[config.mk]
export PLATFORM = sky130hd
export DESIGN_NAME = muldiv_unit_flat
export DESIGN_NICKNAME = d
export VERILOG_FILES = /design/src/rtl/muldiv_unit_pkg.sv /design/src/rtl/muldiv_unit_if.sv /design/src/rtl/muldiv_unit.sv /design/src/flat_wrapper.sv
export SDC_FILE = /design/constraint.sdc
export NUM_CORES = 1
export LEC_CHECK = 0
export ABC_AREA = 1
export BUFFER_PORTS_ARGS = -buffer_cell sky130_fd_sc_hd__buf_4
export CAP_MARGIN = 20
export CORE_ASPECT_RATIO = 0.5
export CORE_MARGIN = 5
export CORE_UTILIZATION = 24
export CTS_CLUSTER_SIZE = 30
export DETAILED_ROUTE_END_ITERATION = 6
export PLACE_DENSITY = 0.46
export SLEW_MARGIN = 20
export SYNTH_ARGS = -nofsm -noshare
export SYNTH_HDL_FRONTEND = slang
export SYNTH_SLANG_ARGS = --single-unit
[constraint.sdc]
create_clock -name clk_i -period 7.7 [get_ports clk_i]
set_clock_uncertainty 0.15 [all_clocks]
set_input_delay 1.54 -clock clk_i [delete_from_list [all_inputs] [get_ports clk_i]]
set_output_delay 1.54 -clock clk_i [all_outputs]
set_load 0.1 [all_outputs]
[src/rtl/muldiv_unit_pkg.sv]
// Shared RV32M definitions: funct3 operation encoding and the muldiv FSM states.
package riscv_pkg;

  typedef enum logic [2:0] {
    MUL    = 3'b000,
    MULH   = 3'b001,
    MULHSU = 3'b010,
    MULHU  = 3'b011,
    DIV    = 3'b100,
    DIVU   = 3'b101,
    REM    = 3'b110,
    REMU   = 3'b111
  } muldiv_op_e;

  typedef enum logic [1:0] {
    IDLE,
    CALC,
    DONE
  } muldiv_state_e;

  // rs1 is treated as signed for these ops
  function automatic logic op_signed_a(muldiv_op_e op);
    return op inside {MUL, MULH, MULHSU, DIV, REM};
  endfunction

  // rs2 is treated as signed for these ops
  function automatic logic op_signed_b(muldiv_op_e op);
    return op inside {MUL, MULH, DIV, REM};
  endfunction

  // funct3[2] separates the divide group from the multiply group
  function automatic logic op_is_div(muldiv_op_e op);
    return op[2];
  endfunction

endpackage

[src/rtl/muldiv_unit_if.sv]
// Start/done handshake between the control unit and the muldiv unit.
interface muldiv_unit_if #(
  parameter int unsigned DataWidth = 32
);
  import riscv_pkg::*;

  logic                 start_i;
  muldiv_op_e           op_i;
  logic [DataWidth-1:0] op_a_i;
  logic [DataWidth-1:0] op_b_i;
  logic                 busy_o;
  logic                 done_o;
  logic [DataWidth-1:0] result_o;

  modport master (
    output start_i, op_i, op_a_i, op_b_i,
    input  busy_o, done_o, result_o
  );

  modport slave (
    input  start_i, op_i, op_a_i, op_b_i,
    output busy_o, done_o, result_o
  );

endinterface

[src/rtl/muldiv_unit.sv]
// Iterative RV32M multiply/divide: fixed DataWidth+2 cycle latency, one op at a time.
// A single 2*DataWidth register holds {acc_hi, multiplier} while multiplying and
// {remainder, dividend/quotient} while dividing; sreg holds the multiplicand or divisor.
module muldiv_unit
  import riscv_pkg::*;
#(
  parameter int unsigned DataWidth = 32
) (
  input  logic          clk_i,
  input  logic          rst_i,
  muldiv_unit_if.slave  bus
);

  localparam int unsigned CntW = $clog2(DataWidth + 1);
  localparam int unsigned W2   = 2 * DataWidth;

  muldiv_state_e        state_q, state_d;
  logic [CntW-1:0]      cnt_q;
  muldiv_op_e           op_q;
  logic                 neg_a_q, neg_b_q, div_zero_q;
  logic [W2-1:0]        acc_q;
  logic [DataWidth-1:0] sreg_q;
  logic [DataWidth-1:0] result_q;
  logic                 done_q;

  logic                 sign_a, sign_b;
  logic [DataWidth-1:0] mag_a, mag_b;
  logic [DataWidth:0]   addend, add_sum, trial, diff;
  logic [W2-1:0]        mul_next, div_next, prod;
  logic [DataWidth-1:0] quot, rem, result_d;

  // state register
  always_ff @(posedge clk_i) begin
    if (rst_i) state_q <= IDLE;
    else       state_q <= state_d;
  end

  // next-state logic
  always_comb begin
    state_d = state_q;
    unique case (state_q)
      IDLE: if (bus.start_i) state_d = CALC;
      CALC: if (cnt_q == CntW'(DataWidth - 1)) state_d = DONE;
      DONE: state_d = IDLE;
      default: state_d = IDLE;
    endcase
  end

  // operand signs and magnitudes as seen at the request
  always_comb begin
    sign_a = op_signed_a(bus.op_i) & bus.op_a_i[DataWidth-1];
    sign_b = op_signed_b(bus.op_i) & bus.op_b_i[DataWidth-1];
    mag_a  = sign_a ? -bus.op_a_i : bus.op_a_i;
    mag_b  = sign_b ? -bus.op_b_i : bus.op_b_i;
  end

  // one shift-add step and one restoring shift-subtract step
  always_comb begin
    addend   = acc_q[0] ? {1'b0, sreg_q} : '0;
    add_sum  = {1'b0, acc_q[W2-1:DataWidth]} + addend;
    mul_next = {add_sum, acc_q[DataWidth-1:1]};
    trial    = acc_q[W2-1:DataWidth-1];
    diff     = trial - {1'b0, sreg_q};
    div_next = diff[DataWidth] ? {acc_q[W2-2:0], 1'b0}
                               : {diff[DataWidth-1:0], acc_q[DataWidth-2:0], 1'b1};
  end

  // sign correction and divide-by-zero override of the final register contents;
  // with a zero divisor the remainder path already yields |a| re-signed, i.e. op_a
  always_comb begin
    prod = (neg_a_q ^ neg_b_q) ? -acc_q : acc_q;
    quot = (neg_a_q ^ neg_b_q) ? -acc_q[DataWidth-1:0] : acc_q[DataWidth-1:0];
    rem  = neg_a_q ? -acc_q[W2-1:DataWidth] : acc_q[W2-1:DataWidth];
    unique case (op_q)
      MUL:                 result_d = prod[DataWidth-1:0];
      MULH, MULHSU, MULHU: result_d = prod[W2-1:DataWidth];
      DIV, DIVU:           result_d = div_zero_q ? '1 : quot;
      default:             result_d = rem;
    endcase
  end

  // datapath, counter and output registers
  always_ff @(posedge clk_i) begin
    if (rst_i) begin
      cnt_q      <= '0;
      op_q       <= MUL;
      neg_a_q    <= 1'b0;
      neg_b_q    <= 1'b0;
      div_zero_q <= 1'b0;
      acc_q      <= '0;
      sreg_q     <= '0;
      result_q   <= '0;
      done_q     <= 1'b0;
    end else begin
      done_q <= 1'b0;
      unique case (state_q)
        IDLE: if (bus.start_i) begin
          cnt_q      <= '0;
          op_q       <= bus.op_i;
          neg_a_q    <= sign_a;
          neg_b_q    <= sign_b;
          div_zero_q <= (bus.op_b_i == '0);
          if (op_is_div(bus.op_i)) begin
            acc_q  <= {{DataWidth{1'b0}}, mag_a};
            sreg_q <= mag_b;
          end else begin
            acc_q  <= {{DataWidth{1'b0}}, mag_b};
            sreg_q <= mag_a;
          end
        end
        CALC: begin
          cnt_q <= cnt_q + CntW'(1);
          acc_q <= op_is_div(op_q) ? div_next : mul_next;
        end
        DONE: begin
          result_q <= result_d;
          done_q   <= 1'b1;
        end
        default: ;
      endcase
    end
  end

  assign bus.busy_o   = (state_q != IDLE);
  assign bus.done_o   = done_q;
  assign bus.result_o = result_q;

endmodule

[src/flat_wrapper.sv]
// flat-port wrapper written by rule: the top's interface ports become plain ports
module muldiv_unit_flat import riscv_pkg::*;
#(
  parameter int unsigned DataWidth = 32
)
  (clk_i, rst_i, bus_start_i, bus_op_i, bus_op_a_i, bus_op_b_i, bus_busy_o, bus_done_o, bus_result_o);
  muldiv_unit_if #(.DataWidth(DataWidth)) bus_i ();
  input  logic clk_i;
  input  logic rst_i;
  input wire logic [$bits(bus_i.start_i)-1:0] bus_start_i;
  input wire logic [$bits(bus_i.op_i)-1:0] bus_op_i;
  input wire logic [$bits(bus_i.op_a_i)-1:0] bus_op_a_i;
  input wire logic [$bits(bus_i.op_b_i)-1:0] bus_op_b_i;
  output wire logic [$bits(bus_i.busy_o)-1:0] bus_busy_o;
  output wire logic [$bits(bus_i.done_o)-1:0] bus_done_o;
  output wire logic [$bits(bus_i.result_o)-1:0] bus_result_o;
  assign bus_i.start_i = bus_start_i;
  assign bus_i.op_i = bus_op_i;
  assign bus_i.op_a_i = bus_op_a_i;
  assign bus_i.op_b_i = bus_op_b_i;
  assign bus_busy_o = bus_i.busy_o;
  assign bus_done_o = bus_i.done_o;
  assign bus_result_o = bus_i.result_o;
  muldiv_unit #(.DataWidth(DataWidth)) u_core (.clk_i(clk_i), .rst_i(rst_i), .bus(bus_i));
endmodule
After elaboration in Yosys (flattened, before gate mapping). Index checks and enable logic that the tools add are counted.

Bits in registers: 143. Output and inout port bits: 34. Logic and storage cells: 68. Input bits: 70.

Multiplexer cells: 20. Equal/unequal tests: 14. Add/subtract/negate cells: 8. Reductions and logical operators: 13. Bitwise logic cells: 3.

Operator list (number): two-way mux 32 bit (8); two-way mux 64 bit (4); negation 32 bit (4); case mux 64 bit (2 select lines) (1); case mux 32 bit (3 select lines) (1); negation 64 bit (1); adder 32 x 33 -> 33 bit (1); subtractor 33 x 32 -> 33 bit (1); zero test 32 bit (1); equality test 3 bit, second input constant (4); case mux 6 bit (2 select lines) (1); equality test 3 x 2 -> 1 bit, second input constant (3); adder 6 x 1 -> 6 bit, second input constant (1); equality test 3 x 1 -> 1 bit, second input constant (2); equality test 6 x 5 -> 1 bit, second input constant (1); zero test 3 bit (2); two-way mux 6 bit (1); AND reduction 2 bit (3); nonzero test 5 bit (1); two-way mux 2 bit (2); case mux 2 bit (2 select lines) (1); nonzero test 2 bit (2); nonzero test 4 bit (1); OR reduction 3 bit (1); other kinds (9) (10).

Depth between registers and ports, before layout.
Word-level depth: 7. Mapped depth: 22. Mapped depth without buffers: 20.

Worst setup path after synthesis. OpenSTA, ideal clock, no wires.

Path type: input to register. From: input port bus_op_a_i[1]. To: register u_core.acc_q[20]. Stages: 12. Path slack: 4.564 ns. Arrival: 2.864 ns. Data required time: 7.428 ns. Cell sequence: inv_1 > ha_1 > nand3_1 > nor2_1 > nand2_1 > inv_1 > nand2_1 > o21ai_0 > xor2_1 > nand2_1 > o211ai_1 > a21oi_1.

Longest elaborated chain between the ends: 5.

RTL lines: start: declaration (line flat_wrapper.sv:12) `input wire logic [$bits(bus_i.op_a_i)-1:0] bus_op_a_i;`; negation 32 bit (line muldiv_unit.sv:53) `mag_a = sign_a ? -bus.op_a_i : bus.op_a_i;`; two-way mux 32 bit (line muldiv_unit.sv:53); two-way mux 32 bit (line muldiv_unit.sv:103) `if (op_is_div(bus.op_i)) begin`; two-way mux 64 bit (line muldiv_unit.sv:97) `IDLE: if (bus.start_i) begin`; case mux 64 bit (2 select lines) (line muldiv_unit.sv:96) `unique case (state_q)`; end signal: assignment (line muldiv_unit.sv:104) `acc_q <= {{DataWidth{1'b0}}, mag_a};`; end signal: assignment (line muldiv_unit.sv:107) `acc_q <= {{DataWidth{1'b0}}, mag_b};`; end signal: assignment (line muldiv_unit.sv:113) `acc_q <= op_is_div(op_q) ? div_next : mul_next;`; end: declaration (line muldiv_unit.sv:21) `logic [W2-1:0] acc_q;`.

Every way passes these cells. The select of a mux whose other input is x is not followed. A chain may end at the register's enable or synchronous reset.

Worst setup path in the final report.
From: input port bus_op_i[2]. To: register u_core.acc_q[11].

Longest elaborated chain between the ends: 7.

RTL lines: start: declaration (line flat_wrapper.sv:11) `input wire logic [$bits(bus_i.op_i)-1:0] bus_op_i;`; equality test 3 x 1 -> 1 bit (tied with other cells) (line muldiv_unit_pkg.sv:23, muldiv_unit_pkg.sv:28); nonzero test 5 bit or nonzero test 4 bit (tied branches) (line muldiv_unit_pkg.sv:23, muldiv_unit_pkg.sv:28); bitwise AND 1 bit, on equally long branches (line muldiv_unit.sv:51, muldiv_unit.sv:52); two-way mux 32 bit, on equally long branches (line muldiv_unit.sv:53, muldiv_unit.sv:54); two-way mux 32 bit (*) (line muldiv_unit.sv:103); two-way mux 64 bit (*) (line muldiv_unit.sv:97); case mux 64 bit (2 select lines) (*) (line muldiv_unit.sv:96).

Mark *: on every way between the ends. The rest lies on a longest branch, timed or not. The select of a mux whose other input is x is not followed.

==> results.py <==
metrics = {
    "global_route": {
        "grt_overflow": 0,
        "number_of_global_route_vias_before_repair": 19147,
        "antenna_found_initial": 3,
        "gr-usage-all-layers_pct": 22.8,
        "maximum_number_of_pins_on_one_net_before_global_route_repair": 90,
        "global_route_wire_length_before_repair_um": 129000,
    },
    "clock_network": {
        "insertion_delay_ns": 0.46,
        "tritoncts.num_buffers": 17,
        "tritoncts": "yes",
        "cts-htree-levels": 4,
        "cts.path.max_buffers": 2,
        "cts.repair.resized": 0,
        "cts.repair_timing.setup_buffer_count": 0,
        "clock-root-buffer": "clkbuf_16",
        "holdBufCountCts": 0,
        "clk_pin_slew_worst_paths_ns": 0.07,
        "cts_sinks": 143,
    },
    "sta": {
        "grt_setup_unrepaired": "false",
        "worst_hold_slack_ns": 0.317,
        "report.final.setup_viol": 0,
        "timing.final.max_slew_violations": 0,
        "maxClockFrequency_mhz": 238,
        "worstMarginPinSlew_ns": 1.18,
        "totalNegativeSetupSlack_ns": 0,
        "period_minus_slack_ns": 4.20,
        "timing.final.crit_share_pct": 54.5,
        "maxSlewHeadroom_pct": 21.5,
        "finalHoldViolations": 0,
    },
    "worst_setup_path": {
        "worstPathRequired_ns": 7.94,
        "timing.critical_path.fanout_max": 39,
        "crit_path_start_kind": "input pin",
        "critical-path-top-cell-by-count": "nand2_1",
        "crit_path_cell_trace": "buf_4, inv_1, nand2_1, nand2_1, o21ai_1, nor2_2, buf_4, inv_2, or2_2, xor2_1, inv_1, nand2_1, nand3_1, a21oi_1",
        "critical-path-top-delay-family": "buffers and inverters",
        "path_depth": 14,
        "crit_path_max_incr_delay_ns": 0.84,
        "timing.critical_path.arrival_ns": 4.44,
        "setup.worst_path.end_class": "flop",
        "critPathBufInv": 5,
        "timing.setup.critical_path_class": "input pin to flop",
        "r2r.worst_path.cells": 16,
        "slowest_stage": "inv_1",
    },
    "synth": {
        "synth.cell_area_um2": 16900,
        "post_synth_edffs": 0,
        "ys_seq_area_share_pct": 16.9,
        "synth-async-reset-ratio_pct": 0,
        "synth_cell_type_count": 56,
        "syn-mean-instance-area_um2": 5.49,
        "yosys_register_bits": 143,
        "postSynthCellCount": 3080,
        "synth_top_flop_cell": "dfxtp_1",
        "yosys_warnings": 0,
        "net_count_after_synthesis": 3221,
    },
    "drt": {
        "antenna_left": 0,
        "dr_vias_cell": 5.10,
        "detailedRoute.firstIterationViolations": 2082,
        "drt_pre_antenna_iters": 6,
        "detail_route.wirelength.met1_um": 42200,
        "dr_wl_met3_um": 9110,
        "remaining_drc_errors": 0,
        "wl_um": 89000,
        "met2WireLength_um": 35900,
        "vias": 20807,
        "post_drt_wl_per_cell_um": 21.8,
        "maxUsedRoutingLayer": "met4",
    },
    "power": {
        "power.density_cell_area_nw_per_um2": 171,
        "peakVddDrop_uv": 136,
        "finalPower_mw": 3.29,
        "leakage_nw": 9.32,
    },
    "placed_design": {
        "portBuffers": 103,
        "place.gp.congestion": 0.979,
        "place_inst": 4051,
        "placedInstanceArea_um2": 18600,
        "dp.final_hpwl_um": 70700,
    },
    "cells_and_area": {
        "fraction_of_final_layout_cells_with_drive_strength_greater_than_1_pct": 8.51,
        "area_delta_synth_final_pct": 13.6,
        "fin_nets": 3266,
        "n_antenna_cell": 0,
        "finish.cell_count_without_fillers": 4082,
        "fin_area_um2": 19200,
    },
    "floorplan": {
        "row_count": 68,
        "dieWidth_um": 385,
        "ios": 104,
        "floorplan.initialDensity_pct": 24.4,
        "dieHeight_um": 198,
        "floorplan.core_area_um2": 69400,
        "floorplan.die_area_um2": 76200,
    },
    "worst_hold_path": {
        "hold_path_depth": 2,
        "hold_path.class": "flop to flop",
    },
    "run": {
        "drv.max_cap_violation_count": 0,
    },
    "outcome": {
        "status": "finished clean",
    },
}
==> cell type report <==
cell class / count / area, um^2
Clock inverter: 11 / 98.8
Clock buffer: 20 / 467
Fill cell: 8106 / 50200
Inverter: 452 / 1700
Tap cell: 945 / 1180
Timing Repair Buffer: 137 / 1030
Sequential cell: 143 / 2860
Multi-Input combinational cell: 2374 / 11900
==> where the power goes <==
part / switching, mW / total (mW) / internal, mW / leakage [nW]
logic: 1.14 / 1.57 / 0.438 / 7.88
clock network: 0.401 / 0.847 / 0.446 / 0.274
registers: 0.0829 / 0.867 / 0.784 / 1.17
total: 1.62 / 3.29 / 1.67 / 9.32
==> worst paths after layout <==
| check | slack [ns] | end | from |
|---|---|---|---|
| worst max-delay path | 3.50 | u_core.acc_q[11] | bus_op_i[2] |
| worst min-delay path | 0.32 | u_core.bus.result_o[19] | u_core.bus.result_o[19] |
| worst max register to register | 3.55 | u_core.acc_q[55] | u_core.sreg_q[0] |
| worst min register to register | 0.32 | u_core.bus.result_o[19] | u_core.bus.result_o[19] |
==> tightest hold or removal path: stages (launching register included) <==
cell and delay [ns]:
dfxtp_1 0.31, nand2_1 0.06, a21oi_1 0.05
==> per-stage QoR <==
stage / utilization (%) / setup WS (ns)
finish: 27.7 / 3.50
global route: 27.7 / 3.27
CTS: 27.7 / 3.55
detailed placement: 26.9 / 3.06
global placement: 26.9 / 3.08
floorplan: - / 4.56
==> synthesized netlist by cell type, drive strengths merged, types with 14 or more instances <==
| library cell | instances | area [um^2] |
|---|---|---|
| nor3 | 28 | 161 |
| dfxtp | 143 | 2860 |
| a31oi | 17 | 106 |
| xor2 | 66 | 578 |
| o21ai | 218 | 1130 |
| nand2 | 937 | 3590 |
| a21oi | 235 | 1230 |
| o211ai | 29 | 218 |
| clkbuf | 75 | 282 |
| ha | 69 | 863 |
| nand3 | 330 | 1740 |
| nor2 | 300 | 1170 |
| or2 | 14 | 87.6 |
| nand4 | 33 | 206 |
| inv | 450 | 1690 |
| buf | 36 | 220 |
| nand3b | 24 | 180 |
==> metal layers <==
| metal | up-vias | global-route usage, % |
|---|---|---|
| met2 | 928 | 33.3 |
| li1 | 10040 | - |
| met4 | 0 | 4.79 |
| met3 | 82 | 5.79 |
| met5 | - | 0 |
| met1 | 9757 | 33.5 |
==> cells by family (layout without fill, tap and decap cells) <==
kind of cell	count (synthesis)	after routing	share of synthesized area, %
AOI/OAI and AO/OA	544	544	18.0
xor gates and xnor gates	76	76	3.93
adders and majority gates	71	71	5.34
buffers and inverters	563	620	13.0
DFF	143	143	16.9
and+or+nand+nor	1683	1683	42.8
==> state kept, by name, summed over array words and instances, names as in the netlist <==
register,flops
u_core.bus.result_o,32
u_core.acc_q,64
u_core.state_q,2
u_core.sreg_q,32
u_core.cnt_q,6
u_core.op_q,3
u_core.neg_b_q,1
u_core.div_zero_q,1
u_core.bus.done_o,1
u_core.neg_a_q,1
==> placed cells by master, fill, tap and decap left out, types with 18 or more instances in the layout <==
cell and instances:
nand3_1 314, o21ai_0 182, nand2_1 915, a21oi_1 223, xor2_1 66, o211ai_1 29
nand3b_1 24, nor2_1 289, nand4_1 33, ha_1 69, o21ai_1 26, inv_1 440
dfxtp_1 142, nor3_1 25, nand2_2 18, buf_4 137
No activity file was read; power rests on OpenSTA's default activity.
